$ cat src/rtl/axi4lite_reg_bridge.sv
// AXI4-Lite slave bridging to a single-outstanding register request/acknowledge bus.
// Latency: AW+W (or AR) handshake to reg_req 1 cycle; reg_ack to BVALID/RVALID 1 cycle.
// Backpressure: one transaction in flight; READYs drop while busy and B/R hold until BREADY/RREADY.
module axi4lite_reg_bridge #(
  parameter int DATA_WIDTH = 32,
  parameter int ADDR_WIDTH = 32,
  parameter int TIMEOUT    = 255
) (
  input  logic                  ACLK,
  input  logic                  ARESETN,
  input  logic [ADDR_WIDTH-1:0] AWADDR,
  input  logic [2:0]            AWPROT,
  input  logic [3:0]            AWCACHE,
  input  logic                  AWVALID,
  output logic                  AWREADY,
  input  logic [DATA_WIDTH-1:0] WDATA,
  input  logic [3:0]            WSTRB,
  input  logic                  WVALID,
  output logic                  WREADY,
  output logic [1:0]            BRESP,
  output logic                  BVALID,
  input  logic                  BREADY,
  input  logic [ADDR_WIDTH-1:0] ARADDR,
  input  logic [2:0]            ARPROT,
  input  logic [3:0]            ARCACHE,
  input  logic                  ARVALID,
  output logic                  ARREADY,
  output logic [DATA_WIDTH-1:0] RDATA,
  output logic [1:0]            RRESP,
  output logic                  RVALID,
  input  logic                  RREADY,
  output logic                  reg_req,
  output logic                  reg_we,
  output logic [ADDR_WIDTH-1:0] reg_addr,
  output logic [DATA_WIDTH-1:0] reg_wdata,
  output logic [3:0]            reg_wstrb,
  input  logic                  reg_ack,
  input  logic                  reg_err,
  input  logic [DATA_WIDTH-1:0] reg_rdata
);

  localparam int CW = $clog2(TIMEOUT + 1);

  typedef enum logic [1:0] {S_IDLE, S_REG_WAIT, S_WRESP, S_RRESP} state_t;

  state_t                state;
  logic                  live;      // low during reset and its first cycle, keeps READYs at 0
  logic                  aw_held;
  logic                  w_held;
  logic                  last_rd;   // last grant was a read
  logic                  is_wr;     // transaction in REG_WAIT is a write
  logic [ADDR_WIDTH-1:0] aw_addr;
  logic [DATA_WIDTH-1:0] w_data;
  logic [3:0]            w_strb;
  logic [CW-1:0]         cnt;

  logic                  idle;
  logic                  aw_hs;
  logic                  w_hs;
  logic                  ar_hs;
  logic                  wr_full;
  logic                  resp_err;
  logic [ADDR_WIDTH-1:0] wr_addr;
  logic [DATA_WIDTH-1:0] wr_data;
  logic [3:0]            wr_strb;
  logic                  unused_ok;

  assign idle    = live && (state == S_IDLE);
  assign AWREADY = idle && !aw_held;
  assign WREADY  = idle && !w_held;
  // A read is refused while any write half is parked, or when a full write competes and reads won last time.
  assign ARREADY = idle && !aw_held && !w_held && !(AWVALID && WVALID && last_rd);

  assign aw_hs   = AWVALID && AWREADY;
  assign w_hs    = WVALID && WREADY;
  assign ar_hs   = ARVALID && ARREADY;
  assign wr_full = (aw_held || aw_hs) && (w_held || w_hs);

  // Bypass the latches when a half arrives in the same cycle the write becomes complete.
  assign wr_addr = aw_held ? aw_addr : AWADDR;
  assign wr_data = w_held ? w_data : WDATA;
  assign wr_strb = w_held ? w_strb : WSTRB;

  // Timeout is an error just like a flagged ack.
  assign resp_err = reg_ack ? reg_err : 1'b1;

  assign unused_ok = ^{AWPROT, AWCACHE, ARPROT, ARCACHE, ARADDR[1:0], wr_addr[1:0]};

  // Main FSM: capture write halves, issue one register request, collect ack or timeout, answer on B or R.
  always_ff @(posedge ACLK or negedge ARESETN) begin
    if (!ARESETN) begin
      state     <= S_IDLE;
      live      <= 1'b0;
      aw_held   <= 1'b0;
      w_held    <= 1'b0;
      last_rd   <= 1'b0;
      is_wr     <= 1'b0;
      aw_addr   <= '0;
      w_data    <= '0;
      w_strb    <= '0;
      cnt       <= '0;
      BRESP     <= 2'b00;
      BVALID    <= 1'b0;
      RDATA     <= '0;
      RRESP     <= 2'b00;
      RVALID    <= 1'b0;
      reg_req   <= 1'b0;
      reg_we    <= 1'b0;
      reg_addr  <= '0;
      reg_wdata <= '0;
      reg_wstrb <= '0;
    end else begin
      live    <= 1'b1;
      reg_req <= 1'b0;
      case (state)
        S_IDLE: begin
          if (aw_hs) begin
            aw_held <= 1'b1;
            aw_addr <= AWADDR;
          end
          if (w_hs) begin
            w_held <= 1'b1;
            w_data <= WDATA;
            w_strb <= WSTRB;
          end
          if (ar_hs) begin
            reg_req  <= 1'b1;
            reg_we   <= 1'b0;
            reg_addr <= {ARADDR[ADDR_WIDTH-1:2], 2'b00};
            last_rd  <= 1'b1;
            is_wr    <= 1'b0;
            cnt      <= '0;
            state    <= S_REG_WAIT;
          end else if (wr_full) begin
            reg_req   <= 1'b1;
            reg_we    <= 1'b1;
            reg_addr  <= {wr_addr[ADDR_WIDTH-1:2], 2'b00};
            reg_wdata <= wr_data;
            reg_wstrb <= wr_strb;
            last_rd   <= 1'b0;
            is_wr     <= 1'b1;
            cnt       <= '0;
            state     <= S_REG_WAIT;
          end
        end
        S_REG_WAIT: begin
          if (reg_ack || (cnt == CW'(TIMEOUT))) begin
            if (is_wr) begin
              BVALID <= 1'b1;
              BRESP  <= resp_err ? 2'b10 : 2'b00;
              state  <= S_WRESP;
            end else begin
              RVALID <= 1'b1;
              RRESP  <= resp_err ? 2'b10 : 2'b00;
              RDATA  <= resp_err ? '0 : reg_rdata;
              state  <= S_RRESP;
            end
          end else begin
            cnt <= cnt + 1'b1;
          end
        end
        S_WRESP: begin
          if (BREADY) begin
            BVALID  <= 1'b0;
            aw_held <= 1'b0;
            w_held  <= 1'b0;
            state   <= S_IDLE;
          end
        end
        default: begin
          if (RREADY) begin
            RVALID <= 1'b0;
            state  <= S_IDLE;
          end
        end
      endcase
    end
  end

endmodule

$ cat config.mk
export PLATFORM = sky130hd
export DESIGN_NAME = axi4lite_reg_bridge
export DESIGN_NICKNAME = d
export VERILOG_FILES = /design/src/rtl/axi4lite_reg_bridge.sv
export SDC_FILE = /design/constraint.sdc
export NUM_CORES = 1
export LEC_CHECK = 0
export CAP_MARGIN = 10
export CORE_AREA = 2 2 135 164
export CTS_BUF_LIST = sky130_fd_sc_hd__clkbuf_2
export DETAILED_ROUTE_END_ITERATION = 16
export DIE_AREA = 0 0 137 166
export PLACE_DENSITY = 0.69
export SETUP_SLACK_MARGIN = 0.2
export SLEW_MARGIN = 20
export SYNTH_ARGS = -nofsm -noshare
export SYNTH_HDL_FRONTEND = slang
export SYNTH_SLANG_ARGS = --single-unit
$ cat constraint.sdc
create_clock -name ACLK -period 2.6 [get_ports ACLK]
set_input_delay 0.26 -clock ACLK [delete_from_list [all_inputs] [get_ports ACLK]]
set_output_delay 0.26 -clock ACLK [all_outputs]
set_load 0.02 [all_outputs]
* After elaboration in Yosys (flattened, before gate mapping)
Cells that the tools add are included.
** Operators by class
- Mux-type cells :: 38
- Eq/ne operators :: 11
- Reduce and logical (&&, ||, !) cells :: 37
- Bitwise gates (word level) :: 3
- Add/sub/neg operators :: 1
** Operators with widths (count)
- $mux W32 :: 5
- $mux W8 :: 3
- $reduce_and A3 Y1 :: 6
- $mux W1 :: 17
- $pmux W8 S2 :: 1
- $ne A2 B2 Y1 const B :: 7
- $mux W2 :: 6
- $reduce_and A4 Y1 :: 3
- $logic_and A1 B1 Y1 :: 11
- $reduce_bool A2 Y1 :: 5
- $add A8 B1 Y8 const B :: 1
- $eq A8 B8 Y1 const B :: 1
- $pmux W1 S2 :: 4
- $pmux W2 S3 :: 1
- $reduce_and A2 Y1 :: 3
- $mux W4 :: 1
- $reduce_bool A4 Y1 :: 1
- $logic_not A1 Y1 :: 3
- $logic_or A1 B1 Y1 :: 3
- $ne A3 B3 Y1 const B :: 1
- $not A1 Y1 :: 3
- $eq A2 B1 Y1 const B :: 1
- $eq A2 B2 Y1 const B :: 1
- $logic_not A2 Y1 :: 1
- $reduce_or A2 Y1 :: 1
** Word-level totals
- Register bits :: 190
- Output and inout bits :: 111
- Input bits :: 155
- Word-level logic and storage cells :: 109

* Longest topological paths before layout
Gate-level depths: netlist of the first run.
- Depth after elaboration :: 9
- Depth in mapped cells :: 9
- Gate-level depth less buffers :: 6

* Worst setup path before layout of the first run
Ideal clock, no wire load.
- Path type :: flip-flop to flip-flop
- From :: register state[0]
- To :: register w_data[10]
- Setup time :: 0.125 ns
- Period minus slack after synthesis :: 2.121 ns
- Required time :: 2.475 ns
- Data arrival time :: 1.996 ns
- Buffers on the path :: 2
- Slack :: 0.479 ns
- Stages on the path, launching flop included :: 9
- Cells stage by stage :: dfrtp_1 -> inv_1 -> ha_1 -> buf_4 -> nand2_1 -> nor2_1 -> nand2_1 -> buf_2 -> mux2_2
** Between the ends
- Word-level cells in the longest chain between the ends :: 5
** Ends and longest elaborated chain
- from (decl) :: line 46 : state_t state;
- from (signal assigned) :: line 92 : state <= S_IDLE;
- from (signal assigned) :: line 133 : state <= S_REG_WAIT;
- from (signal assigned) :: line 143 : state <= S_REG_WAIT;
- $logic_not A2 Y1 :: line 68 : assign idle = live && (state == S_IDLE);
- $logic_and A1 B1 Y1 :: line 68
- $logic_and A1 B1 Y1 :: line 70 : assign WREADY = idle && !w_held;
- named net WREADY :: line 19 : output logic WREADY,
- $logic_and A1 B1 Y1 :: line 75 : assign w_hs = WVALID && WREADY;
- $reduce_and A2 Y1 (no source line)
- to (signal assigned) :: line 99 : w_data <= '0;
- to (signal assigned) :: line 123 : w_data <= WDATA;
- to (decl) :: line 53 : logic [DATA_WIDTH-1:0] w_data;
The timed path passes the listed nets, and every way through them passes these cells.
A chain may end at the register's enable or synchronous reset.

* Worst setup path after layout of the first run
- From :: register state[1]
- To :: output port ARREADY
** Between the ends
- Word-level cells in the longest chain between the ends :: 5
** Ends and longest elaborated chain
- $logic_not A2 Y1 :: line 68
- $logic_and A1 B1 Y1 :: line 68
- $logic_and A1 B1 Y1 (3 in a row) :: line 72 : assign ARREADY = idle && !aw_held && !w_held && !(AWVALID && WVALID && last_rd);
- to (decl) :: line 27 : output logic ARREADY,
Every way passes these cells.

==> results of run 1 <==
[cell usage after synthesis, types with 4 or more instances]
cell and instances:
dfrtp_1 184, o21ai_0 74, mux2_2 66, mux2i_1 65, nor3_1 36, a22o_1 33, a221o_1 29, clkbuf_1 25
buf_2 16, nand2_1 14, buf_4 9, nand3_1 8, nor2_1 8, a31oi_1 6, and3_1 6, inv_1 6
a211o_1 5, a21oi_1 5, a41oi_1 4, buf_1 4, ha_1 4
[layer usage]
| layer | GRT usage, % | vias up | part of all wire, % |
|---|---|---|---|
| met4 | 7.08 | 0 | 2.0 |
| met2 | 32.8 | 199 | 51 |
| met3 | 5.74 | 37 | 6.7 |
| li1 | - | 3044 | - |
| met1 | 23.8 | 3208 | 40 |
| met5 | 0 | - | 0 |
[what timing repair did]
item                                    in CTS  in global routing
pin swaps                                    0                  1
endpoints found under the setup margin       3                  4
gates cloned                                 0                  0
hold endpoints to repair                   212                 31
gates resized for setup                     16                  5
setup buffers                                2                  2
hold buffers                                33                 28
[cells by family (layout without fill, tap and decap cells)]
group           Yosys count  count (layout)  synth area share [%]
flops                   184             184                  56.5
compound gates          174             174                  15.4
mux                     132             132                  17.2
simple gates             90              90                  6.29
buf+inv                  64             371                  3.90
fa+ha+maj                 4               4                 0.614
other cells               2               6                0.0921
[how the worst min path moves through the flow]
stage | slack, ns | cells after the start | startpoint | endpoint
final | 0.12 | 2 | reg_rdata[30] | RDATA[30]
after global routing | 0.0006 | 2 | AWADDR[21] | aw_addr[21]
after CTS | 0.0004 | 2 | reg_rdata[24] | RDATA[24]
after detailed placement | 0.35 | 1 | ARESETN | reg_wdata[21]
after global placement | 0.34 | 1 | ARESETN | reg_wdata[21]
after floorplan | -0.04 | 0 | ARESETN | BRESP[1]
[area by class of cell]
type	instances	area (µm²)
well taps	274	343
clock buffers	17	85.1
inverters	6	22.5
flip-flops and latches	184	4610
multi-input cells	405	3280
diodes	1	2.50
fillers	1870	9430
repair buffers	333	3340
clock inverters	15	159
[through the flow]
stage / area [µm²] / util (%)
global placement: 10900 / 51.4
floorplan: 8160 / -
detailed placement: 10900 / 51.4
global route: 11800 / 55.7
finish: 11800 / 55.7
CTS: 11500 / 54.2
[power groups by stage]
stage	logic, mW	clock network, mW	registers (mW)
6_report	6.57	1.50	4.93
5_1_grt	7.05	1.70	5.11
4_1_cts	6.57	1.57	4.92
3_5_place_dp	6.48	0	4.98
3_3_place_gp	6.37	0	4.94
2_1_floorplan	2.88	0	5.80
[worst max-delay path, cell delays in order (launching register included)]
cell,delay [ns]
dfrtp_1,0.45
inv_2,0.09
ha_4,0.16
nand2_1,0.09
nor4_2,0.23
buf_4,0.19
[registers in the layout, summed over array words and instances, names as in the netlist, 2 cells and up]
| name | count |
|---|---|
| RDATA | 32 |
| reg_wdata | 32 |
| w_data | 32 |
| aw_addr | 30 |
| reg_addr | 30 |
| cnt | 8 |
| reg_wstrb | 4 |
| w_strb | 4 |
| state | 2 |
==> results.py, run 1 <==
metrics = {
    "route": {
        "via_per_inst": 5.25,
        "drc": 0,
        "wl_um": 22300,
        "first_pass_iters": 4,
        "ant_nets": 0,
        "drt_iter0_drc": 325,
        "vias": 6488,
        "wl_per_cell_um": 18.1,
    },
    "critical_path": {
        "critical_path_class": "flop to output port",
        "rr_endpoint": "state[1]",
        "r2r_setup_slack_ns": 0.52,
        "worstSetupStartpointType": "flop",
        "crit_fanout": 5,
        "crit_arrival_ns": 1.95,
        "r2r_start": "state[1]",
        "crit_start": "state[1]",
        "endpoint": "ARREADY",
        "cp-end-kind": "output port",
        "r2r_cells": 7,
        "cp.required_ns": 2.34,
    },
    "timing": {
        "fin_crit_ns": 2.21,
        "finalClockSkew_ns": 0.0461,
        "setup_slack_ns": 0.391,
        "rsz0062_at_grt": "no",
        "fin_tns_setup_ns": 0,
        "clock.fmax_ghz": 0.453,
        "slew_viol_final": 0,
        "worst_pin_slew_ns": 0.686,
        "setup_viol": 0,
        "relSlewSlack_pct": 54.3,
        "post-route-period-util_pct": 85.0,
        "hold_ws_ns": 0.116,
        "hold_violations": 0,
    },
    "grt": {
        "antenna_found_initial": 1,
        "grtUsageTotal_pct": 19.6,
        "grt_max_degree": 46,
        "grt_pass1_vias": 6639,
        "grt_pass1_wl_um": 35200,
        "gr-total-overflow": 0,
    },
    "placed_design": {
        "dp_hpwl_um": 14300,
        "dp_slack_ns": 0.302,
        "place.gp.congestion": 0.777,
        "io_buffers": 243,
        "dpl.cell_count": 1137,
    },
    "cts": {
        "root_buffer": "clkbuf_2",
        "clock_sinks": 184,
        "clk_pin_slew_worst_paths_ns": 0.26,
        "clkLatencyLatePin_ns": 0.76,
        "cts_buffers": 17,
        "cts_tree": "yes",
        "clock_path_buffers": 2,
        "htreeDepth": 4,
    },
    "yosys": {
        "ys_warn_count": 0,
        "synthArstFlopShare_pct": 100,
        "yosysTopAreaCellShare_pct": 56.5,
        "synth_seq_cells": 184,
        "ys_seq_area_share_pct": 56.5,
        "syn_area_um2": 8150,
        "ys_types": 52,
        "synth.largest_area_cell": "dfrtp_1",
        "syn_avg_cell_area_um2": 12.5,
        "synth_cells": 650,
        "ys_top_cells_by_area": "dfrtp_1, mux2_2, mux2i_1",
        "synthFlopType": "dfrtp_1",
        "synth-edff-count": 0,
    },
    "die": {
        "die_w_um": 137,
        "die_h_um": 166,
        "die-area_um2": 22700,
        "io_pins": 266,
        "core_um2": 21300,
        "start_util_pct": 38.3,
        "core.rowCount": 59,
    },
    "power_and_ir_drop": {
        "p_sw_mw": 5.08,
        "p_sw_share_pct": 39.1,
        "finalPower_mw": 13.0,
        "combPwrFrac_pct": 50.5,
        "peakVddDrop_uv": 484,
        "p_leak_nw": 5.06,
        "clock_power_share_pct": 11.6,
        "p_seq_share_pct": 37.9,
        "p_int_mw": 7.92,
        "power.density_nw_per_um2": 1100,
    },
    "cells_and_area": {
        "instances_no_fill": 1235,
        "final_common_cell": "clkdlybuf4s50_1",
        "area_growth_pct": 45.2,
        "nets": 1106,
        "drive_gt1_share_pct": 15.3,
        "mostFrequentLayoutCells": "clkdlybuf4s50_1, dfrtp_1, o21ai_0",
    },
    "outcome": {
        "outcome": "finished clean",
    },
    "min_path": {
        "min_path_type": "primary input to flop",
    },
    "job": {
        "max-cap-violations": 0,
    },
}
(Power assumes the default switching activity.)
==> run 2, diff against run 1 <==
==> constraint.sdc (replaced) <==
create_clock -name ACLK -period 2.1 [get_ports ACLK]
set_input_delay 0.21 -clock ACLK [delete_from_list [all_inputs] [get_ports ACLK]]
set_output_delay 0.21 -clock ACLK [all_outputs]
set_load 0.02 [all_outputs]
==> run 2 against run 1 <==
Compared with the run above: sequential share of layout area decreased by 2.3 points; largest cell class unchanged; worst setup slack got worse by 0.33 ns; wire length increased by 1.9%; non-clock buffer count increased by 76; clock skew increased by 0.0017 ns; flip-flop and latch count unchanged; clock power increased by 16%; clock-buffer cell count unchanged; largest power group unchanged; utilization increased by 3.5 points; critical path depth unchanged; via count increased by 4.3%.
==> results.py, run 2 (synthesized netlist as in run 1, its figures left out) <==
metrics = {
    "power_and_ir_drop": {
        "peakVddDrop_uv": 659,
        "power.density_nw_per_um2": 1270,
        "p_leak_nw": 5.74,
        "finalPower_mw": 16.0,
    },
    "route": {
        "vias": 6769,
        "drt_iter0_drc": 478,
        "first_pass_iters": 4,
        "drc": 0,
        "wl_um": 22700,
        "ant_nets": 0,
        "via_per_inst": 5.16,
        "wl_per_cell_um": 17.3,
    },
    "grt": {
        "grt_max_degree": 61,
        "gr-total-overflow": 0,
        "grt_pass1_vias": 7237,
        "grt_pass1_wl_um": 37200,
        "antenna_found_initial": 1,
        "grtUsageTotal_pct": 20.6,
    },
    "placed_design": {
        "dp_hpwl_um": 14700,
        "place.gp.congestion": 0.785,
        "io_buffers": 243,
        "dpl_cell_area_um2": 11100,
        "dp_slack_ns": 0.0541,
    },
    "die": {
        "core_um2": 21300,
        "die_h_um": 166,
        "die-area_um2": 22700,
        "die_w_um": 137,
        "io_pins": 266,
        "start_util_pct": 38.3,
        "core.rowCount": 59,
    },
    "critical_path": {
        "crit_arrival_ns": 1.83,
        "crit_fanout": 4,
        "r2r_setup_slack_ns": 0.14,
        "worstSetupStartpointType": "flop",
        "critical_path_class": "flop to output port",
        "cp.required_ns": 1.89,
        "cp-end-kind": "output port",
    },
    "cells_and_area": {
        "reg_top3": "RDATA: 32 flops, reg_wdata: 32 flops, w_data: 32 flops",
        "nets": 1182,
        "area_growth_pct": 54.2,
        "final_core_util_pct": 59.1,
        "mostFrequentLayoutCells": "dfrtp_1, clkdlybuf4s50_1, dlygate4sd3_1",
        "fin_area_um2": 12600,
        "final_common_cell": "dfrtp_1",
        "drive_gt1_share_pct": 18.2,
    },
    "timing": {
        "setup_viol": 0,
        "fin_crit_ns": 2.04,
        "hold_violations": 0,
        "clock.fmax_ghz": 0.490,
        "hold_ws_ns": 0.0701,
        "relSlewSlack_pct": 64.5,
        "setup_slack_ns": 0.0587,
        "post-route-period-util_pct": 97.2,
        "finalClockSkew_ns": 0.0478,
        "slew_viol_final": 0,
        "worst_pin_slew_ns": 0.533,
        "rsz0062_at_grt": "yes",
    },
    "outcome": {
        "outcome": "finished clean",
    },
    "min_path": {
        "min_path_type": "primary input to flop",
    },
    "cts": {
        "clock_sinks": 184,
        "clkLatencyLatePin_ns": 0.78,
        "htreeDepth": 4,
        "cts_buffers": 17,
        "cts_tree": "yes",
        "root_buffer": "clkbuf_2",
        "clk_pin_slew_worst_paths_ns": 0.27,
        "clock_path_buffers": 2,
    },
    "job": {
        "max-cap-violations": 0,
    },
}
run 2: critical path: stages (launching register included):
cell and delay [ns]:
dfrtp_1 0.46, inv_2 0.08, ha_4 0.16, nand2_4 0.07, nor4_4 0.13, buf_4 0.18
run 2: report_power, final:
part | switching, mW | internal, mW
Clock | 1.37 | 0.369
Combinational | 4.22 | 3.97
Sequential | 0.886 | 5.18
run 2: repair_timing:
action / in CTS / in global routing
hold buffers: 102 / 8
buffers inserted: 7 / 12
setup endpoints to repair: 107 / 55
hold endpoints to repair: 297 / 8
gates resized for setup: 134 / 48
pin swaps: 4 / 4
run 2: final cells by class:
class                      instances  area [µm²]
timing repair buffer             409        3990
clock inverter                    15         134
fill                            1800        8690
multi-input combinational        405        3380
clock buffer                      17        85.1
tap                              274         343
inverter                           6        22.5
sequential                       184        4610
antenna                            2        5.00
run 2: final timing paths:
| check | start | end | cells past startpoint |
|---|---|---|---|
| min in group asynchronous | ARESETN | RDATA[17] | 3 |
| worst max-delay path | state[0] | ARREADY | 5 |
| max in group asynchronous | ARESETN | cnt[0] | 4 |
| worst min-delay path | WDATA[23] | reg_wdata[23] | 3 |
| worst min register to register | RDATA[4] | RDATA[4] | 1 |
| worst max register to register | state[0] | state[1] | 8 |
run 2: per-stage QoR:
step                instances  setup TNS [ns]
floorplan                 653               0
CTS                      1290         -0.0894
global placement         1149               0
global route             1312          -0.209
finish                   1312               0
detailed placement       1149               0
run 2: layer usage:
layer	GRT usage, %	share of wire, %	up-vias
li1	-	-	3183
met1	24.8	42	3325
met2	35.2	50	213
met3	4.76	5.5	48
met4	7.98	3.2	0
met5	0	0	-
